`src/rtl/sba_ext_decoder.sv`:
```
// SBA external bus controller: decodes the master address, strobes one slave, returns data/ack/err.
// Optional busy watchdog enabled by defining SBA_DEC_TIMEOUT_EN.
module sba_ext_decoder #(
    parameter int unsigned N_SLAVES = 4,
    parameter int unsigned SLAVE_AW = 12,
    parameter int unsigned TIMEOUT  = 255
) (
    input  logic                     i_clk,
    input  logic                     i_rst,
    input  logic [15:0]              i_addr,
    input  logic                     i_stb,
    input  logic [3:0]               i_we,
    output logic                     o_ack,
    input  logic [31:0]              i_dat_w,
    output logic [31:0]              o_dat_r,
    output logic                     o_err,
    output logic [SLAVE_AW-1:0]      o_s_addr,
    output logic [N_SLAVES-1:0]      o_s_stb,
    output logic [3:0]               o_s_we,
    output logic [31:0]              o_s_dat_w,
    input  logic [N_SLAVES-1:0]      i_s_ack,
    input  logic [32*N_SLAVES-1:0]   i_s_dat_r
);

    typedef enum logic [1:0] {
        IDLE = 2'd0,
        BUSY = 2'd1,
        DONE = 2'd2
    } state_t;

    if (N_SLAVES < 1 || N_SLAVES > 4 || TIMEOUT < 1 || TIMEOUT > 255) begin : g_cfg_check
        $error("sba_ext_decoder: N_SLAVES must be 1..4 and TIMEOUT 1..255");
    end

    state_t                state_q, state_d;
    logic                  ack_q, ack_d;
    logic                  err_q, err_d;
    logic [31:0]           dat_r_q, dat_r_d;
    logic [SLAVE_AW-1:0]   s_addr_q, s_addr_d;
    logic [N_SLAVES-1:0]   s_stb_q, s_stb_d;
    logic [3:0]            s_we_q, s_we_d;
    logic [31:0]           s_dat_w_q, s_dat_w_d;

`ifdef SBA_DEC_TIMEOUT_EN
    localparam logic [7:0] TO_LAST = 8'(TIMEOUT - 1);
    logic [7:0]            cnt_q, cnt_d;
`endif

    logic [1:0]            addr_idx;
    logic                  mapped;
    logic [N_SLAVES-1:0]   dec_stb;
    logic                  slave_ack;
    logic [31:0]           sel_dat;

    assign addr_idx = i_addr[SLAVE_AW+1:SLAVE_AW];
    assign mapped   = (i_addr[15:SLAVE_AW+2] == '0) && (32'(addr_idx) < N_SLAVES);

    // The strobe register is one-hot, so it doubles as the selector for ack and read data.
    always_comb begin
        dec_stb   = '0;
        sel_dat   = '0;
        slave_ack = |(i_s_ack & s_stb_q);
        for (int unsigned k = 0; k < N_SLAVES; k++) begin
            dec_stb[k] = (addr_idx == 2'(k));
            if (s_stb_q[k]) begin
                sel_dat = i_s_dat_r[32*k +: 32];
            end
        end
    end

    always_comb begin
        state_d   = state_q;
        ack_d     = 1'b0;
        err_d     = 1'b0;
        dat_r_d   = dat_r_q;
        s_addr_d  = s_addr_q;
        s_stb_d   = s_stb_q;
        s_we_d    = s_we_q;
        s_dat_w_d = s_dat_w_q;
`ifdef SBA_DEC_TIMEOUT_EN
        cnt_d     = cnt_q;
`endif
        case (state_q)
            IDLE: begin
                if (i_stb) begin
                    s_addr_d  = i_addr[SLAVE_AW-1:0];
                    s_we_d    = i_we;
                    s_dat_w_d = i_dat_w;
                    if (mapped) begin
                        s_stb_d = dec_stb;
                        state_d = BUSY;
`ifdef SBA_DEC_TIMEOUT_EN
                        cnt_d   = '0;
`endif
                    end else begin
                        ack_d   = 1'b1;
                        err_d   = 1'b1;
                        dat_r_d = '1;
                        state_d = DONE;
                    end
                end
            end
            BUSY: begin
                if (slave_ack) begin
                    s_stb_d = '0;
                    dat_r_d = sel_dat;
                    ack_d   = 1'b1;
                    state_d = DONE;
                end
`ifdef SBA_DEC_TIMEOUT_EN
                else if (cnt_q == TO_LAST) begin
                    s_stb_d = '0;
                    dat_r_d = '1;
                    ack_d   = 1'b1;
                    err_d   = 1'b1;
                    state_d = DONE;
                end else begin
                    cnt_d = cnt_q + 8'd1;
                end
`else
                // Without the watchdog a silent slave keeps the controller in BUSY.
`endif
            end
            DONE: begin
                state_d = IDLE;
            end
            default: begin
                s_stb_d = '0;
                state_d = IDLE;
            end
        endcase
    end

    always_ff @(posedge i_clk) begin
        if (i_rst) begin
            state_q   <= IDLE;
            ack_q     <= 1'b0;
            err_q     <= 1'b0;
            dat_r_q   <= '0;
            s_addr_q  <= '0;
            s_stb_q   <= '0;
            s_we_q    <= '0;
            s_dat_w_q <= '0;
`ifdef SBA_DEC_TIMEOUT_EN
            cnt_q     <= '0;
`endif
        end else begin
            state_q   <= state_d;
            ack_q     <= ack_d;
            err_q     <= err_d;
            dat_r_q   <= dat_r_d;
            s_addr_q  <= s_addr_d;
            s_stb_q   <= s_stb_d;
            s_we_q    <= s_we_d;
            s_dat_w_q <= s_dat_w_d;
`ifdef SBA_DEC_TIMEOUT_EN
            cnt_q     <= cnt_d;
`endif
        end
    end

    assign o_ack     = ack_q;
    assign o_err     = err_q;
    assign o_dat_r   = dat_r_q;
    assign o_s_addr  = s_addr_q;
    assign o_s_stb   = s_stb_q;
    assign o_s_we    = s_we_q;
    assign o_s_dat_w = s_dat_w_q;

endmodule

```
`config.mk`:
```
export PLATFORM = sky130hd
export DESIGN_NAME = sba_ext_decoder
export DESIGN_NICKNAME = d
export VERILOG_FILES = /design/src/rtl/sba_ext_decoder.sv
export SDC_FILE = /design/constraint.sdc
export NUM_CORES = 1
export LEC_CHECK = 0
export ABC_CLOCK_PERIOD_IN_PS = 2700
export CAP_MARGIN = 10
export CORE_MARGIN = 4
export CORE_UTILIZATION = 29
export DETAILED_ROUTE_END_ITERATION = 16
export MAX_ROUTING_LAYER = met4
export PLACE_DENSITY_LB_ADDON = 0.05
export RECOVER_POWER = 100
export SLEW_MARGIN = 40
export SYNTH_ARGS = -nofsm -noshare
export SYNTH_HDL_FRONTEND = slang
export SYNTH_SLANG_ARGS = --single-unit
```
`constraint.sdc`:
```
create_clock -name i_clk -period 2.7 [get_ports i_clk]
set_input_delay 0.54 -clock i_clk [delete_from_list [all_inputs] [get_ports i_clk]]
set_output_delay 0.54 -clock i_clk [all_outputs]
set_load 0.005 [all_outputs]
```
==> results.yml, run 1 <==
drt:
  detail-route-antenna-nets: 0
  drt_first_pass_iters: 6
  vias: 4381
  routed_wl_mm: 15.63
  drc: 0
  wl_per_cell_um: 18.01
  drt_iter0_markers: 150
  vias_per_cell: 5.047
synthesis:
  yosysTopAreaCell: "dfxtp_1"
  synthesis.area_sq_um: 3979
  synth_top_cell_area_share: 0.4428
  synth_edf_count: 0
  synth_warnings: 0
  synth_top_cells_by_count: "nand2_1 (98), dfxtp_1 (88), a21oi_1 (50), nor3_1 (34)"
  synth_top_cells_by_area: "dfxtp_1 (44%), nand2_1 (9.2%), a211oi_2 (9.1%), a221o_1 (8.1%), o221ai_1 (7.0%)"
  synth.avg_cell_area_sq_um: 8.982
  postSynthCellCount: 443
  syn-num-nets: 630
  synth_seq_cells: 88
  synth_seq_area_share: 0.4428
  async_reset_ff_frac: 0
  synth.most_common_cell: "nand2_1"
  synth_cell_types: 28
  synth-main-ff-cell: "dfxtp_1"
power_and_ir_drop:
  power.density_nw_per_um2: 494.1
  ir_drop_mv: 0.2622
  p_leak_nw: 2.683
clocking:
  clockBufferDepth: 2
  clock_sinks: 88
  cts-root-buf: "clkbuf_16"
  cts_buffers: 9
  post_cts_buffers: 0
  post_cts_resized: 0
  clk_pin_slew_worst_paths_ps: 60
  cts_max_level: 3
  cts_tree: "yes"
  cts_hold_buf: 0
  clock_insertion_delay_worst_skew_ps: 330
floorplan:
  core_sq_um: 13350
  rows: 42
  die-area_sq_um: 15660
  ioPinCount: 273
  die_height_um: 125.1
  start_util: 0.2981
  die_w_um: 125.1
global_routing:
  first_global_vias: 4453
  grt_pass1_wl_mm: 24.10
  grt_max_degree: 52
  overflow: 0
  grt_usage: 0.1965
  antenna_found_initial: 0
min_path:
  hold_path_class: "flip-flop to flip-flop"
  hold_path_depth: 2
  whs_endpoint: "o_s_addr[3]"
  min_from: "o_s_addr[3]"
sta:
  period_needed_ps: 2355
  setup_viol: 0
  fin_skew_ps: 4.215
  worst_pin_slew_ps: 1256
  fin_tns_setup_ps: 0
  fmax_mhz: 424.6
  slew_headroom: 0.1625
  hold_viol: 0
  report.final.slew_viol_count: 0
  period_share: 0.8723
  grt_setup_unrepaired: "no"
placement:
  hpwl_mm: 11.70
  io_buffers: 272
  place_area_sq_um: 6788
  place.gp.congestion: 0.9386
cells_and_area:
  stdcell_area_sq_um: 7073
  antennaDiodeCount: 0
  area_growth_pct: 77.77
  drive_above_1_share: 0.08815
  utilization: 0.5299
  nNetsFinal: 874
setup_path:
  cp-end-kind: "output port"
  reg2regPathDepth: 4
  rr_startpoint: "state_q[0]"
  crit_fanout: 12
  reg2reg_to: "o_dat_r[22]"
  path_class: "flip-flop to output port"
  critPathMaxStageDelay_ps: 610
  arrival_ps: 1820
  crit_chain: "clkbuf_1 -> clkdlybuf4s50_1"
  cp-start-kind: "flip-flop"
  reg2reg_slack_ps: 900
  crit_slowest_cell: "clkdlybuf4s50_1"
  worstPathRequired_ps: 2160
status:
  outcome: "finished clean"
flow_run:
  cap_violations: 0
worst max-delay path, delay by kind of cell, from the launching register on:
kind     cells  cell delay, ps
buf+inv      2            1090
flops        1             390
registers in the layout, summed over array words and instances (netlist names):
register	flops
state_q	2
o_s_stb	4
o_dat_r	32
o_s_addr	12
o_s_we	4
o_err	1
o_s_dat_w	32
o_ack	1
layer usage:
metal | global-route usage | wire length [um] | vias up | part of all wire
li1 | - | - | 2146 | -
met4 | 0.06186 | 225 | 0 | 0.014
met5 | - | 0 | - | 0
met3 | 0.04264 | 964 | 13 | 0.062
met2 | 0.3277 | 7567 | 193 | 0.48
met1 | 0.2378 | 6876 | 2029 | 0.44
placed cells by master, fill, tap and decap left out:
master,Yosys,layout
a211oi_1,3,4
a211oi_2,29,28
a21oi_1,50,49
a21oi_4,0,1
a221o_1,32,32
a22oi_1,2,2
buf_12,0,1
buf_4,0,8
bufinv_16,0,1
clkbuf_1,25,1
clkbuf_16,0,9
clkbuf_2,0,1
clkdlybuf4s50_1,0,185
clkinv_2,0,2
clkinvlp_4,0,3
dfxtp_1,88,88
dlygate4sd3_1,0,86
inv_1,1,1
inv_6,0,1
mux2i_1,4,4
nand2_1,98,98
nand2b_1,5,5
nand3_1,1,1
nand3b_1,2,2
nand4b_1,1,1
nor2_1,4,4
nor2_8,1,1
nor2b_2,0,1
nor3_1,34,34
nor3b_2,0,1
nor4b_1,1,1
o21ai_1,1,1
o221ai_1,32,32
or2_2,1,1
or3b_2,1,2
metrics by stage:
| step | power (W) | instances | hold WS [ps] | setup WS (ps) |
|---|---|---|---|---|
| finish | 0.003495 | 868 | 450.7 | 344.8 |
| CTS | 0.003601 | 868 | 455.0 | 639.6 |
| global route | 0.003679 | 868 | 461.9 | 254.3 |
| detailed placement | 0.002344 | 852 | 445.7 | 290.3 |
| floorplan | 0.001798 | 443 | 452.7 | 1064 |
| global placement | 0.002328 | 852 | 441.4 | 345.8 |
final cells by class:
| class | instances | area, sq um |
|---|---|---|
| fillers | 1253 | 6275 |
| repair buffers | 282 | 2801 |
| multi-input cells | 305 | 1989 |
| flip-flops and latches | 88 | 1762 |
| clock buffers | 9 | 225.2 |
| well taps | 176 | 220.2 |
| clock inverters | 7 | 71.32 |
| inverters | 1 | 3.754 |
worst max-delay path by stage:
stage,startpoint,end,slack [ps],depth (start not counted)
after CTS,i_stb,o_dat_r[24],640,5
after floorplan,i_rst,o_s_addr[6],1060,4
after global placement,i_stb,o_dat_r[24],350,5
final,o_s_stb[1],o_s_stb[1],340,2
after detailed placement,i_stb,o_dat_r[28],290,5
after global routing,o_s_stb[1],o_s_stb[1],250,2
cells by family (layout without fill, tap and decap cells):
family          after synthesis  after routing  share of synthesized area
flops                        88             88                     0.4428
simple gates                152            152                     0.1708
compound gates              149            149                     0.3157
mux                           4              4                    0.01006
buf+inv                      50            299                    0.06069
report_power, final:
part	total (W)	internal (W)	switching [W]
combinational	0.000820	0.000498	0.000322
sequential	0.00144	0.00140	0.0000478
clock	0.00123	0.000716	0.000514
Power figures use the tool's default switching activity.
==> inputs of run 2 (changes only) <==
--- a/config.mk
+++ b/config.mk
@@ -7,7 +7,6 @@
 export LEC_CHECK = 0
 export ABC_CLOCK_PERIOD_IN_PS = 2700
 export CAP_MARGIN = 10
-export CORE_MARGIN = 4
 export CORE_UTILIZATION = 29
 export DETAILED_ROUTE_END_ITERATION = 16
 export MAX_ROUTING_LAYER = met4
==> run 2 against run 1 <==
Hold slack got worse by 1.4 ps. Critical path type unchanged. Wire length decreased by 7.8%. Highest routed layer unchanged. Global-route usage rose by 1.1 points. Largest cell class unchanged. Via count up 0.46%. First-iteration DRC count up 7.3%. Power decreased by 0.80%.
==> results.yml, run 2 (synthesis results as in run 1) <==
status:
  outcome: "finished clean"
floorplan:
  start_util: 0.2993
  rows: 42
  ioPinCount: 273
  die-area_sq_um: 14190
  die_w_um: 119.1
  core_sq_um: 13300
  die_height_um: 119.1
sta:
  grt_setup_unrepaired: "no"
  fmax_mhz: 445.6
  fin_tns_setup_ps: 0
  period_needed_ps: 2244
  report.final.slew_viol_count: 0
  fin_skew_ps: 6.449
  slew_headroom: 0.07102
  worst_pin_slew_ps: 1393
  period_share: 0.8312
  hold_viol: 0
  setup_viol: 0
global_routing:
  first_global_vias: 4459
  overflow: 0
  grt_pass1_wl_mm: 22.83
  antenna_found_initial: 0
  grt_usage: 0.2074
  grt_max_degree: 63
setup_path:
  crit_fanout: 22
  critPathMaxStageDelay_ps: 600
  path_class: "flip-flop to output port"
  reg2regPathDepth: 6
  cp-end-kind: "output port"
  rr_startpoint: "o_s_stb[1]"
  critPathTopFamily: "buffers and inverters"
  crit_chain: "clkbuf_2 -> clkdlybuf4s50_1"
  crit_slowest_cell: "clkdlybuf4s50_1"
  reg2reg_slack_ps: 760
  path_buf_inv: 2
  worstPathRequired_ps: 2160
  reg2reg_to: "o_dat_r[29]"
  cp-start-kind: "flip-flop"
  arrival_ps: 1700
min_path:
  whs_endpoint: "o_s_addr[9]"
  hold_path_class: "flip-flop to flip-flop"
  hold_path_depth: 2
  min_from: "o_s_addr[9]"
placement:
  hpwl_mm: 10.62
  place.gp.congestion: 0.7790
  io_buffers: 272
clocking:
  cts_max_level: 3
  cts_hold_buf: 0
  cts_buffers: 9
  clk_pin_slew_worst_paths_ps: 60
  clock_insertion_delay_worst_skew_ps: 330
  post_cts_buffers: 0
  post_cts_resized: 0
  cts_tree: "yes"
  clockBufferDepth: 2
  clock_sinks: 88
  cts-root-buf: "clkbuf_16"
drt:
  drt_iter0_markers: 161
  vias_per_cell: 5.070
  routed_wl_mm: 14.42
  wl_per_cell_um: 16.62
  detail-route-antenna-nets: 0
  drt_first_pass_iters: 5
  drc: 0
  vias: 4401
cells_and_area:
  nNetsFinal: 874
  layout_commonest_cell: "clkdlybuf4s50_1"
  mostFrequentLayoutCells: "clkdlybuf4s50_1 (185), nand2_1 (98), dfxtp_1 (88)"
  seqCellArea_sq_um: 1762
  area_growth_pct: 77.74
  fillCellCount: 1255
  multi_input_area_sq_um: 1994
  antennaDiodeCount: 0
  drive_above_1_share: 0.08960
power_and_ir_drop:
  power.density_nw_per_um2: 490.2
  ir_drop_mv: 0.3742
  p_total_w: 0.003467
  p_leak_nw: 2.686
flow_run:
  cap_violations: 0
==> run 2: cell types whose count changed in the layout (fill, tap and decap cells not counted) <==
cell	before	now
a211oi_1	4	3
a211oi_2	28	29
clkbuf_2	1	2
clkinv_2	2	3
clkinvlp_4	3	2
inv_6	1	0
o21ai_0	0	1
o21ai_1	1	0
==> run 2: routing by layer <==
layer | part of all wire | global-route usage | vias to the layer above | wire length (um)
met5 | 0 | - | - | 0
met4 | 0.019 | 0.05934 | 0 | 278
met3 | 0.079 | 0.05364 | 17 | 1134
met2 | 0.48 | 0.3532 | 193 | 6989
met1 | 0.42 | 0.2393 | 2045 | 6020
li1 | - | - | 2146 | -
==> run 2: final cells by class <==
type                            count  area share
Tap cell                          176     0.03114
Sequential cell                    88      0.2491
Inverter                            1   0.0005308
Timing Repair Buffer              282      0.3963
Clock inverter                      6    0.008493
Multi-Input combinational cell    305      0.2820
Clock buffer                       10     0.03238
==> run 2: power by group <==
group / leakage, nW / switching (W) / internal, W / total (W)
logic: 1.82 / 0.000317 / 0.000494 / 0.000811
registers: 0.726 / 0.0000486 / 0.00140 / 0.00145
clock network: 0.138 / 0.000498 / 0.000712 / 0.00121
total: 2.69 / 0.000863 / 0.00260 / 0.00347
==> run 2: tightest hold or removal path, stage by stage (launching register included) <==
cell and delay (ps):
dfxtp_1 300, nand2_1 50, a21oi_1 50
==> run 2: worst max-delay path by stage <==
stage          startpoint           to  slack [ps]  cells after the start
4_1_cts             i_stb   o_dat_r[9]         610                      5
6_report       o_s_stb[1]   o_s_stb[1]         460                      2
3_5_place_dp        i_stb  o_dat_r[27]         270                      5
5_1_grt        o_s_stb[1]   o_s_stb[1]         370                      2
2_1_floorplan       i_rst  o_s_addr[6]        1060                      4
3_3_place_gp        i_stb   o_dat_r[8]         340                      5
==> run 2: per-stage QoR <==
stage / worst slack (ps) / instances / hold WS (ps) / util / area (sq um)
floorplan: 1064 / 443 / 452.7 / - / 3979
global placement: 335.4 / 852 / 440.7 / 0.5105 / 6788
detailed placement: 269.2 / 852 / 448.3 / 0.5105 / 6788
CTS: 609.3 / 868 / 456.4 / 0.5323 / 7077
global route: 374.1 / 868 / 474.4 / 0.5319 / 7072
finish: 455.8 / 868 / 449.3 / 0.5319 / 7072
==> inputs of run 3 (changes only) <==
--- a/config.mk
+++ b/config.mk
@@ -5,7 +5,7 @@
 export SDC_FILE = /design/constraint.sdc
 export NUM_CORES = 1
 export LEC_CHECK = 0
-export ABC_CLOCK_PERIOD_IN_PS = 2700
+export ABC_CLOCK_PERIOD_IN_PS = 2100
 export CAP_MARGIN = 10
 export CORE_UTILIZATION = 29
 export DETAILED_ROUTE_END_ITERATION = 16
==> constraint.sdc (replaced) <==
create_clock -name i_clk -period 2.1 [get_ports i_clk]
set_input_delay 0.42 -clock i_clk [delete_from_list [all_inputs] [get_ports i_clk]]
set_output_delay 0.42 -clock i_clk [all_outputs]
set_load 0.005 [all_outputs]
==> run 3 against run 2 <==
Core utilization rose by 1.3 points. Sequential power up 28%. Global-route usage is 0.56 points higher. Critical path depth is the same. Final area rose by 2.4%. Wire length is 2.4% higher. Clock power increased by 41%. Final cell count is 1.0% higher. Die area unchanged. Critical endpoint unchanged.
==> results.yml, run 3 (synthesis results as in run 1) <==
clocking:
  clock_insertion_delay_worst_skew_ps: 330
  cts_tree: "yes"
  cts-root-buf: "clkbuf_16"
  clockBufferDepth: 2
  cts_max_level: 3
  clk_pin_slew_worst_paths_ps: 60
  clock_sinks: 88
  cts_buffers: 9
floorplan:
  core_sq_um: 13300
  ioPinCount: 273
  start_util: 0.2993
  die-area_sq_um: 14190
  rows: 42
  die_w_um: 119.1
  die_height_um: 119.1
setup_path:
  path_class: "flip-flop to output port"
  worstPathRequired_ps: 1680
  cp-end-kind: "output port"
  crit_fanout: 20
  arrival_ps: 1550
  cp-start-kind: "flip-flop"
  reg2regPathDepth: 5
sta:
  setup_viol: 0
  period_share: 0.9394
  fin_skew_ps: 4.347
  hold_viol: 0
  grt_setup_unrepaired: "no"
  worst_pin_slew_ps: 670.5
  report.final.slew_viol_count: 0
  fin_tns_setup_ps: 0
  slew_headroom: 0.5544
  fmax_mhz: 506.9
  period_needed_ps: 1973
power_and_ir_drop:
  p_total_w: 0.004646
  p_leak_nw: 2.757
  power.density_nw_per_um2: 641.5
  ir_drop_mv: 0.3906
global_routing:
  first_global_vias: 4581
  antenna_found_initial: 1
  overflow: 0
  grt_pass1_wl_mm: 23.32
  grt_usage: 0.2130
  grt_max_degree: 89
drt:
  vias_per_cell: 5.067
  drt_iter0_markers: 151
  wl_per_cell_um: 16.84
  vias: 4444
  drc: 0
  drt_first_pass_iters: 6
  routed_wl_mm: 14.77
  detail-route-antenna-nets: 0
placement:
  hpwl_mm: 11.07
  place.gp.congestion: 0.7676
  io_buffers: 272
cells_and_area:
  fillCellCount: 1203
  nNetsFinal: 882
  utilization: 0.5448
  layout_commonest_cell: "clkdlybuf4s50_1"
  area_growth_pct: 82.04
  drive_above_1_share: 0.09714
  mostFrequentLayoutCells: "clkdlybuf4s50_1 (184), nand2_1 (98), dfxtp_1 (88)"
status:
  outcome: "finished clean"
min_path:
  hold_path_depth: 2
  hold_path_class: "flip-flop to flip-flop"
flow_run:
  cap_violations: 0
## run 3: report_power, final
part	switching, W	internal (W)	total, W	leakage, nW
clock network	0.000667	0.00104	0.00171	0.148
logic	0.000413	0.000664	0.00108	1.88
registers	0.0000653	0.00180	0.00186	0.726
## run 3: routing by layer
| metal | vias to the layer above | part of all wire | global-route usage |
|---|---|---|---|
| li1 | 2159 | - | - |
| met1 | 2068 | 0.41 | 0.2374 |
| met2 | 192 | 0.49 | 0.3710 |
| met3 | 25 | 0.073 | 0.04550 |
| met4 | 0 | 0.025 | 0.08070 |
| met5 | - | 0 | - |
## run 3: final timing paths
path,from,to,slack (ps)
worst min-delay path,o_s_addr[8],o_s_addr[8],450
worst min register to register,o_s_addr[8],o_s_addr[8],450
worst max-delay path,o_s_stb[1],o_s_stb[1],130
worst max register to register,o_s_stb[1],o_dat_r[30],350
## run 3: area by class of cell
class / instances / area (sq um) / share of cell area
antenna: 1 / 2.502 / 0.0003455
clock buffer: 9 / 225.2 / 0.03109
clock inverter: 7 / 96.34 / 0.01330
inverter: 1 / 3.754 / 0.0005182
multi-input combinational: 305 / 1978 / 0.2731
sequential: 88 / 1762 / 0.2432
tap: 176 / 220.2 / 0.03040
timing repair buffer: 290 / 2955 / 0.4080
## run 3: repair_timing
item	in CTS	in global routing
buffers inserted	0	0
endpoints found under the hold margin	0	0
gates resized for setup	0	1
endpoints found under the setup margin	0	1
hold buffers	0	0
## run 3: worst max-delay path: stages, from the launching register on
cell	delay (ps)
dfxtp_1	460
buf_6	240
clkdlybuf4s50_1	530
## run 3: stage by stage
stage | cell area [sq um] | worst slack (ps) | instances | hold WS, ps
2_1_floorplan | 3979 | 584.1 | 443 | 452.7
3_3_place_gp | 6935 | 16.48 | 860 | 440.9
3_5_place_dp | 6935 | -9.369 | 860 | 445.7
4_1_cts | 7257 | 52.27 | 876 | 442.5
5_1_grt | 7243 | 28.07 | 877 | 459.2
6_report | 7243 | 127.2 | 877 | 448.5
